$ cat src/rtl/conv_psum_accum_if.sv
// Handshake and configuration bundle between the partial-sum accumulator and its neighbours.
// The accumulator uses the slave view; the driving side (configuration, product source, quantizer) uses master.
interface conv_psum_accum_if #(
   parameter int unsigned PROD_WIDTH  = 16,
   parameter int unsigned ACC_WIDTH   = 32,
   parameter int unsigned BIAS_WIDTH  = 32,
   parameter int unsigned SCALE_WIDTH = 16,
   parameter int unsigned NUM_CH      = 8
);
   localparam int unsigned CH_W = (NUM_CH > 1) ? $clog2(NUM_CH) : 1;

   logic                   cfg_we;
   logic [CH_W-1:0]        cfg_addr;
   logic [BIAS_WIDTH-1:0]  cfg_bias;
   logic [SCALE_WIDTH-1:0] cfg_scale;

   logic                   prod_valid;
   logic                   prod_ready;
   logic [PROD_WIDTH-1:0]  prod_data;

   logic                   acc_valid;
   logic                   acc_ready;
   logic [ACC_WIDTH-1:0]   acc_data;
   logic [BIAS_WIDTH-1:0]  acc_bias;
   logic [SCALE_WIDTH-1:0] acc_scale;
   logic [CH_W-1:0]        acc_ch;

   modport master (
      output cfg_we, cfg_addr, cfg_bias, cfg_scale,
      output prod_valid, prod_data, acc_ready,
      input  prod_ready, acc_valid, acc_data, acc_bias, acc_scale, acc_ch
   );

   modport slave (
      input  cfg_we, cfg_addr, cfg_bias, cfg_scale,
      input  prod_valid, prod_data, acc_ready,
      output prod_ready, acc_valid, acc_data, acc_bias, acc_scale, acc_ch
   );
endinterface

$ cat src/rtl/conv_psum_accum.sv
// Accumulates KERNEL_LEN signed products per output channel and emits {sum, bias, scale, ch}
// records through a single output register; bias/scale come from a software-written table.
module conv_psum_accum #(
   parameter int unsigned PROD_WIDTH  = 16,
   parameter int unsigned ACC_WIDTH   = 32,
   parameter int unsigned BIAS_WIDTH  = 32,
   parameter int unsigned SCALE_WIDTH = 16,
   parameter int unsigned KERNEL_LEN  = 9,
   parameter int unsigned NUM_CH      = 8
) (
   input logic clk,
   input logic rst,
   conv_psum_accum_if.slave bus
);
   localparam int unsigned CH_W = (NUM_CH > 1) ? $clog2(NUM_CH) : 1;
   localparam int unsigned K_W  = (KERNEL_LEN > 1) ? $clog2(KERNEL_LEN) : 1;
   localparam logic [K_W-1:0]         K_LAST    = K_W'(KERNEL_LEN - 1);
   localparam logic [CH_W-1:0]        CH_LAST   = CH_W'(NUM_CH - 1);
   localparam logic [CH_W:0]          CH_COUNT  = (CH_W + 1)'(NUM_CH);
   localparam logic [SCALE_WIDTH-1:0] SCALE_ONE = SCALE_WIDTH'(256);

   logic [ACC_WIDTH-1:0]   acc;
   logic [K_W-1:0]         k;
   logic [CH_W-1:0]        ch;

   logic [BIAS_WIDTH-1:0]  bias_tbl  [NUM_CH];
   logic [SCALE_WIDTH-1:0] scale_tbl [NUM_CH];

   logic                   out_valid;
   logic [ACC_WIDTH-1:0]   out_data;
   logic [BIAS_WIDTH-1:0]  out_bias;
   logic [SCALE_WIDTH-1:0] out_scale;
   logic [CH_W-1:0]        out_ch;

   logic                   last_k;
   logic                   ready;
   logic                   accept;
   logic                   final_prod;
   logic                   cfg_hit;
   logic [ACC_WIDTH-1:0]   prod_ext;
   logic [ACC_WIDTH-1:0]   sum;

   // Only the final product can stall: it needs the output register free or draining.
   assign last_k     = (k == K_LAST);
   assign ready      = !(last_k && out_valid && !bus.acc_ready);
   assign accept     = bus.prod_valid && ready;
   assign final_prod = accept && last_k;
   assign prod_ext   = ACC_WIDTH'($signed(bus.prod_data));
   assign sum        = acc + prod_ext;
   assign cfg_hit    = bus.cfg_we && ({1'b0, bus.cfg_addr} < CH_COUNT);

   assign bus.prod_ready = ready;
   assign bus.acc_valid  = out_valid;
   assign bus.acc_data   = out_data;
   assign bus.acc_bias   = out_bias;
   assign bus.acc_scale  = out_scale;
   assign bus.acc_ch     = out_ch;

   // Running sum and kernel/channel position.
   always_ff @(posedge clk or posedge rst) begin
      if (rst) begin
         acc <= '0;
         k   <= '0;
         ch  <= '0;
      end else if (accept) begin
         if (last_k) begin
            acc <= '0;
            k   <= '0;
            ch  <= (ch == CH_LAST) ? '0 : ch + CH_W'(1);
         end else begin
            acc <= sum;
            k   <= k + K_W'(1);
         end
      end
   end

   // Output register: a new record may load in the same cycle the previous one drains.
   always_ff @(posedge clk or posedge rst) begin
      if (rst) begin
         out_valid <= 1'b0;
         out_data  <= '0;
         out_bias  <= '0;
         out_scale <= '0;
         out_ch    <= '0;
      end else if (final_prod) begin
         out_valid <= 1'b1;
         out_data  <= sum;
         out_bias  <= bias_tbl[ch];
         out_scale <= scale_tbl[ch];
         out_ch    <= ch;
      end else if (out_valid && bus.acc_ready) begin
         out_valid <= 1'b0;
      end
   end

   // Per-channel bias/scale table; a same-cycle capture sees the pre-write entry.
   always_ff @(posedge clk or posedge rst) begin
      if (rst) begin
         for (int i = 0; i < NUM_CH; i++) begin
            bias_tbl[i]  <= '0;
            scale_tbl[i] <= SCALE_ONE;
         end
      end else if (cfg_hit) begin
         bias_tbl[bus.cfg_addr]  <= bus.cfg_bias;
         scale_tbl[bus.cfg_addr] <= bus.cfg_scale;
      end
   end
endmodule

$ cat src/flat_wrapper.sv
// flat-port wrapper written by rule: the top's interface ports become plain ports
module conv_psum_accum_flat 
#(
   parameter int unsigned PROD_WIDTH  = 16,
   parameter int unsigned ACC_WIDTH   = 32,
   parameter int unsigned BIAS_WIDTH  = 32,
   parameter int unsigned SCALE_WIDTH = 16,
   parameter int unsigned KERNEL_LEN  = 9,
   parameter int unsigned NUM_CH      = 8
)
  (clk, rst, bus_cfg_we, bus_cfg_addr, bus_cfg_bias, bus_cfg_scale, bus_prod_valid, bus_prod_data, bus_acc_ready, bus_prod_ready, bus_acc_valid, bus_acc_data, bus_acc_bias, bus_acc_scale, bus_acc_ch);
  conv_psum_accum_if #(.PROD_WIDTH(PROD_WIDTH), .ACC_WIDTH(ACC_WIDTH), .BIAS_WIDTH(BIAS_WIDTH), .SCALE_WIDTH(SCALE_WIDTH), .NUM_CH(NUM_CH)) bus_i ();
  input logic clk;
  input logic rst;
  input wire logic [$bits(bus_i.cfg_we)-1:0] bus_cfg_we;
  input wire logic [$bits(bus_i.cfg_addr)-1:0] bus_cfg_addr;
  input wire logic [$bits(bus_i.cfg_bias)-1:0] bus_cfg_bias;
  input wire logic [$bits(bus_i.cfg_scale)-1:0] bus_cfg_scale;
  input wire logic [$bits(bus_i.prod_valid)-1:0] bus_prod_valid;
  input wire logic [$bits(bus_i.prod_data)-1:0] bus_prod_data;
  input wire logic [$bits(bus_i.acc_ready)-1:0] bus_acc_ready;
  output wire logic [$bits(bus_i.prod_ready)-1:0] bus_prod_ready;
  output wire logic [$bits(bus_i.acc_valid)-1:0] bus_acc_valid;
  output wire logic [$bits(bus_i.acc_data)-1:0] bus_acc_data;
  output wire logic [$bits(bus_i.acc_bias)-1:0] bus_acc_bias;
  output wire logic [$bits(bus_i.acc_scale)-1:0] bus_acc_scale;
  output wire logic [$bits(bus_i.acc_ch)-1:0] bus_acc_ch;
  assign bus_i.cfg_we = bus_cfg_we;
  assign bus_i.cfg_addr = bus_cfg_addr;
  assign bus_i.cfg_bias = bus_cfg_bias;
  assign bus_i.cfg_scale = bus_cfg_scale;
  assign bus_i.prod_valid = bus_prod_valid;
  assign bus_i.prod_data = bus_prod_data;
  assign bus_i.acc_ready = bus_acc_ready;
  assign bus_prod_ready = bus_i.prod_ready;
  assign bus_acc_valid = bus_i.acc_valid;
  assign bus_acc_data = bus_i.acc_data;
  assign bus_acc_bias = bus_i.acc_bias;
  assign bus_acc_scale = bus_i.acc_scale;
  assign bus_acc_ch = bus_i.acc_ch;
  conv_psum_accum #(.PROD_WIDTH(PROD_WIDTH), .ACC_WIDTH(ACC_WIDTH), .BIAS_WIDTH(BIAS_WIDTH), .SCALE_WIDTH(SCALE_WIDTH), .KERNEL_LEN(KERNEL_LEN), .NUM_CH(NUM_CH)) u_core (.clk(clk), .rst(rst), .bus(bus_i));
endmodule
$ cat config.mk
export PLATFORM = sky130hd
export DESIGN_NAME = conv_psum_accum_flat
export DESIGN_NICKNAME = d
export VERILOG_FILES = /design/src/rtl/conv_psum_accum_if.sv /design/src/rtl/conv_psum_accum.sv /design/src/flat_wrapper.sv
export SDC_FILE = /design/constraint.sdc
export NUM_CORES = 1
export LEC_CHECK = 0
export ABC_CLOCK_PERIOD_IN_PS = 15000
export BUFFER_PORTS_ARGS = -buffer_cell sky130_fd_sc_hd__clkbuf_2
export CAP_MARGIN = 20
export CORE_ASPECT_RATIO = 1.4
export CORE_MARGIN = 4
export CORE_UTILIZATION = 40
export DETAILED_ROUTE_END_ITERATION = 6
export PLACE_DENSITY_LB_ADDON = 0.05
export SYNTH_ARGS = -nofsm -noshare
export SYNTH_HDL_FRONTEND = slang
export SYNTH_SLANG_ARGS = --single-unit
$ cat constraint.sdc
create_clock -name clk -period 15 [get_ports clk]
set_clock_uncertainty 0.15 [all_clocks]
set_input_delay 0.75 -clock clk [delete_from_list [all_inputs] [get_ports clk]]
set_output_delay 0.75 -clock clk [all_outputs]
set_load 0.005 [all_outputs]
Word-level counts from Yosys, hierarchy flattened
Index checks and enable logic that the tools add are counted.
{ "totals": {"reg_bits": 507, "in_bits": 72, "output_inout_bits": 85, "word_cells": 61} }
{ "op_classes": {"n_addsub": 3, "order_cmp": 3, "n_eq_ne": 2, "mux": 17, "n_bitwise": 2, "n_reduce_logical": 10} }
{ "op_table": {"columns": ["cell", "n"], "rows": [
  ["$bwmux 256", 1],
  ["$bwmux 128", 1],
  ["$mux 32", 4],
  ["$bmux 32 s3", 1],
  ["$demux 32 s3", 1],
  ["$bmux 16 s3", 1],
  ["$demux 16 s3", 1],
  ["$mux 16", 3],
  ["$add 32x32->32", 1],
  ["$ge 4x4->1 const B", 2],
  ["$not 3->4", 2],
  ["$logic_and 1x1->1", 6],
  ["$add 4x1->4 const B", 1],
  ["$eq 4x4->1 const B", 1],
  ["$lt 4x1->1 const B", 1],
  ["$mux 4", 1],
  ["$add 3x1->3 const B", 1],
  ["$eq 3x3->1 const B", 1],
  ["$mux 3", 1],
  ["$logic_not 1->1", 2],
  ["$mux 1", 2],
  ["$reduce_and 2->1", 1],
  ["$reduce_bool 2->1", 1]
]} }

Depth between registers and ports, before layout
{ "logic_depth": {"word_depth": 7, "mapped_depth": 12, "ltp_nobuf": 11} }

Worst setup path before layout
OpenSTA, ideal clock, no wires.
{ "synth_path": {"path_kind": "input to register", "from": "input bus_prod_data[6]", "to": "register u_core.out_data[29] (netlist: u_core.bus.acc_data[29])", "setup_time_ns": 0.124, "arrival_ns": 3.008, "slack_ns": 11.718, "stages": 9, "cell_sequence": "ha_1 > a2111oi_2 > o21ai_1 > and4_4 > o21bai_4 > a31oi_4 > o41a_1 > mux2_4 > a211o_1"} }
{ "synth_via": {"elab_chain_cells": 1} }
{ "synth_lines": {"columns": ["item", "line_no", "text"], "rows": [
  ["start, declared", "flat_wrapper.sv:20", "input wire logic [$bits(bus_i.prod_data)-1:0] bus_prod_data;"],
  ["$add 32x32->32", "conv_psum_accum.sv:49", "assign sum = acc + prod_ext;"],
  ["end signal, assigned", "conv_psum_accum.sv:87", "out_data <= sum;"],
  ["end, declared", "conv_psum_accum.sv:30", "logic [ACC_WIDTH-1:0] out_data;"]
]} }
No other way between the ends.
A chain may end at the register's enable or synchronous reset.

Worst setup path in the final report
{ "layout_path": {"from": "register u_core.k[0]", "to": "register u_core.out_data[28] (netlist: u_core.bus.acc_data[28])"} }
{ "layout_via": {"elab_chain_cells": 6} }
{ "layout_lines": {"columns": ["item", "line_no", "text"], "rows": [
  ["start, declared", "conv_psum_accum.sv:23", "logic [K_W-1:0] k;"],
  ["start signal, assigned", "conv_psum_accum.sv:72", "k <= k + K_W'(1);"],
  ["$eq 4x4->1 *", "conv_psum_accum.sv:44", "assign last_k = (k == K_LAST);"],
  ["$logic_and 1x1->1 (2 in a row)", "conv_psum_accum.sv:45", "assign ready = !(last_k && out_valid && !bus.acc_ready);"],
  ["$logic_not 1->1", "conv_psum_accum.sv:45", null],
  ["$logic_and 1x1->1", "conv_psum_accum.sv:46", "assign accept = bus.prod_valid && ready;"],
  ["$logic_and 1x1->1 *", "conv_psum_accum.sv:47", "assign final_prod = accept && last_k;"]
]} }
Mark *: on every way between the ends. The rest lies on a longest branch, timed or not.

==> results_dict.tcl <==
set metrics [dict create \
    run_status "complete, no violations" \
    multi_input_area_um2 10100 \
    clk_pin_slew_worst_paths_ps 60 \
    place.port_buffers 156 \
    postCtsSetupBuffers 0 \
    fmaxAchievable_mhz 275 \
    leakagePower_uw 0.0116 \
    worstPathCellList "inv_1 -> ha_1 -> nand2_1 -> or4_1 -> nand3_4 -> buf_4 -> mux2_2 -> a31oi_1 -> nand3_1" \
    first_global_vias 15300 \
    grt_setup_unrepaired "no" \
    layout.cells.non_filler 2579 \
    drtAntennaViolNets 0 \
    tritoncts.num_buffers 53 \
    cts_max_level 2 \
    fp.dieH_um 293 \
    crit_path_max_incr_delay_ps 770 \
    peakVddDrop_v 0.000110 \
    netlist.area_leader.share_pct 53.7 \
    ys_dominant_reg_cell "sky130_fd_sc_hd__dfrtp_1" \
    clock_sink_count 507 \
    power.density_nw_per_um2 182 \
    grt-busiest-layer "met2" \
    cp_max_fanout 79 \
    worst_pin_slew_ps 1010 \
    dp_cells 2478 \
    gp_routability_congestion 0.793 \
    clk_path_buf_depth 3 \
    critical_path_arrival_ps 3960 \
    setup_viol 0 \
    synth_enable_flop_cells 0 \
    relSlewSlack_pct 33.0 \
    ctsResizeCount 0 \
    seq_area_um2 12700 \
    drt_iter0_markers 674 \
    drv.max_cap_violation_count 0 \
    quantity_of_hold_fixing_buffers_added_after_cts 0 \
    grt_start_max_net_pins 88 \
    detail_route.vias_per_cell 5.45 \
    dp_hpwl_um 32800 \
    period_share_pct 24.2 \
    grt-ovfl-total 0 \
    slowest_stage "sky130_fd_sc_hd__buf_4" \
    globalRouteMet1Util_pct 25.1 \
    std_cell_rows 104 \
    cts_root_buf "sky130_fd_sc_hd__clkbuf_16" \
    groute.usage.overall_pct 18.4 \
    wirelength_um 56700 \
    hold_path_class "input pin to async pin" \
    clock_tree_from_tritoncts "done" \
    slew_viol_final 0 \
    syn2layout_area_growth_pct 14.5 \
    postSynthRegisterBits 507 \
    clock_latency_ps 600 \
    post_synth_inst_count 1657 \
    synth.yosys.seq_area_share_pct 54.6 \
    start_util_pct 40.4 \
    die_area_um2 62100 \
    synth_nets 1765 \
    floorplan.io_pins 157 \
    die_w_um 212 \
    post_synth_instance_area_um2 23200 \
    crit_path_start_kind "register" \
    design.final.nets 1903 \
    grt_pass1_wl_um 90400 \
    grtUsageMet2_pct 31.4 \
    post_synth_main_area_contributors "sky130_fd_sc_hd__dfrtp_1 (54%), sky130_fd_sc_hd__mux2_2 (19%), sky130_fd_sc_hd__mux4_2 (9.3%)" \
    firstDrtPassIters 4 \
    post_route_minimum_period_ps 3630 \
    n_fill_cell 5247 \
    yosysWarnings 0 \
    critical_path.n_buffers_inverters 2 \
    drcViolationCount 0 \
    synth.lib_cells_used.distinct 63 \
    cp.required_ps 15320 \
    placeableCoreArea_um2 57500 \
    critical_path_class "register to register" \
    setup_tns_ps 0 \
    grt.met3_usage_pct 3.11 \
    cp-end-kind "register" \
    worst_path_top_cell_family_by_delay "simple AND/OR/NAND/NOR gates" \
    layout_cell_share_with_drive_strength_beyond_1_pct 42.7 \
    routed_via_count 14100 \
    post_synth.cell_area_avg_um2 14.0 \
    synth_top_cell_by_area "sky130_fd_sc_hd__dfrtp_1" \
    finalHoldViolCount 0 \
    antenna_found_initial 1 \
    wl_per_cell_um 22.0 \
    asyncSetResetFlopFracSynth_pct 100 \
]
-- worst reg2reg max path, delay by kind of cell, from the launching register on --
family / cells / cell delay (ps)
buffers and inverters: 2 / 860
AND/OR/NAND/NOR: 4 / 1300
AO/OA/AOI/OAI: 1 / 160
adder cells (fa/ha/maj): 1 / 170
flip-flops: 1 / 410
multiplexers: 1 / 470
-- routing by layer --
metal	wire length (um)	vias to the layer above
met1	25400	7457
met3	2010	61
li1	-	6367
met5	0	-
met2	28300	182
met4	993	0
-- flip-flops by register name (all words and copies together) (netlist names) --
| name | count |
|---|---|
| u_core.bus.acc_data | 32 |
| u_core.k | 4 |
| u_core.bus.acc_ch | 3 |
| u_core.bus.acc_valid | 1 |
| u_core.bias_tbl | 256 |
| u_core.acc | 32 |
| u_core.bus.acc_scale | 16 |
| u_core.scale_tbl | 128 |
| u_core.bus.acc_bias | 32 |
| u_core.ch | 3 |
-- logic make-up (layout without fill, tap and decap cells) --
kind of cell | Yosys count | after routing | synth area share [%]
flops | 507 | 507 | 54.6
other cells | 0 | 1 | 0
xor+xnor | 21 | 21 | 0.791
simple gates | 247 | 247 | 4.74
fa+ha+maj | 36 | 36 | 1.97
compound gates | 190 | 190 | 5.42
buf+inv | 116 | 295 | 1.89
mux | 540 | 540 | 30.6
-- metrics by stage --
step | total power [uW] | util [%] | area (um^2) | hold slack [ps] | setup WS (ps)
5_1_grt | 5170 | 46.3 | 26600 | 195 | 10970
4_1_cts | 4930 | 46.1 | 26500 | 172 | 10890
2_1_floorplan | 3110 | - | 23200 | 303 | 7220
3_3_place_gp | 3570 | 43.1 | 24800 | 309 | 10330
6_report | 4840 | 46.3 | 26600 | 209 | 11370
3_5_place_dp | 3610 | 43.1 | 24800 | 313 | 10230
-- final timing paths --
path	from	to	slack, ps	cells past startpoint
worst max register to register	u_core.k[0]$_DFFE_PP0P_	u_core.bus.acc_data[28]$_DFFE_PP0P_	11370	9
worst max-delay path	u_core.k[0]$_DFFE_PP0P_	u_core.bus.acc_data[28]$_DFFE_PP0P_	11370	9
worst min register to register	u_core.bus.acc_data[10]$_DFFE_PP0P_	u_core.bus.acc_data[10]$_DFFE_PP0P_	320	2
worst min-delay path	rst	u_core.scale_tbl[28]$_DFFE_PP0P_	210	3
min in group clk	bus_acc_ready	u_core.bus.acc_valid$_DFFE_PP0P_	210	2
max in group asynchronous	rst	u_core.bias_tbl[78]$_DFFE_PP0P_	11550	8
-- synthesized netlist by cell type, drive strengths merged (4+ instances only) --
library cell    n
o21ai          85
dfstp           8
mux2          394
a22o           19
o21bai          4
mux2i          50
inv            15
nand2         154
o31ai           6
nor2           23
o21a            4
and2            5
nor2b           4
clkbuf         69
nand3          15
nand2b          4
nor3           11
xor2            9
buf            32
ha             35
nor3b           7
dfrtp         499
xnor2          12
a21o           15
nand4           7
a21oi          26
or4             4
mux4           96
-- cell usage in the layout, fill, tap and decap left out, types with 15 or more instances in the layout --
cell type / instances
sky130_fd_sc_hd__dfrtp_1: 496
sky130_fd_sc_hd__mux2_2: 393
sky130_fd_sc_hd__clkbuf_2: 156
sky130_fd_sc_hd__nand2_1: 154
sky130_fd_sc_hd__mux4_2: 96
sky130_fd_sc_hd__o21ai_0: 81
sky130_fd_sc_hd__clkbuf_16: 54
sky130_fd_sc_hd__mux2i_1: 50
sky130_fd_sc_hd__ha_1: 35
sky130_fd_sc_hd__a21oi_1: 26
sky130_fd_sc_hd__buf_4: 24
sky130_fd_sc_hd__nor2_1: 23
sky130_fd_sc_hd__a22o_1: 19
sky130_fd_sc_hd__clkbuf_8: 17
sky130_fd_sc_hd__a21o_1: 15
-- cell type report --
| type | instances | share of cell area (%) |
|---|---|---|
| inverter | 15 | 0.226 |
| timing repair buffer | 184 | 4.00 |
| antenna | 1 | 0.00940 |
| sequential | 507 | 47.7 |
| multi-input combinational | 1034 | 38.1 |
| tap | 742 | 3.49 |
| clock buffer | 84 | 6.14 |
| clock inverter | 12 | 0.277 |
-- report_power, final --
group	internal [uW]	switching, uW
clock network	743	548
logic	807	723
registers	1760	257
Note: power is estimated with default switching activity, not from simulation.
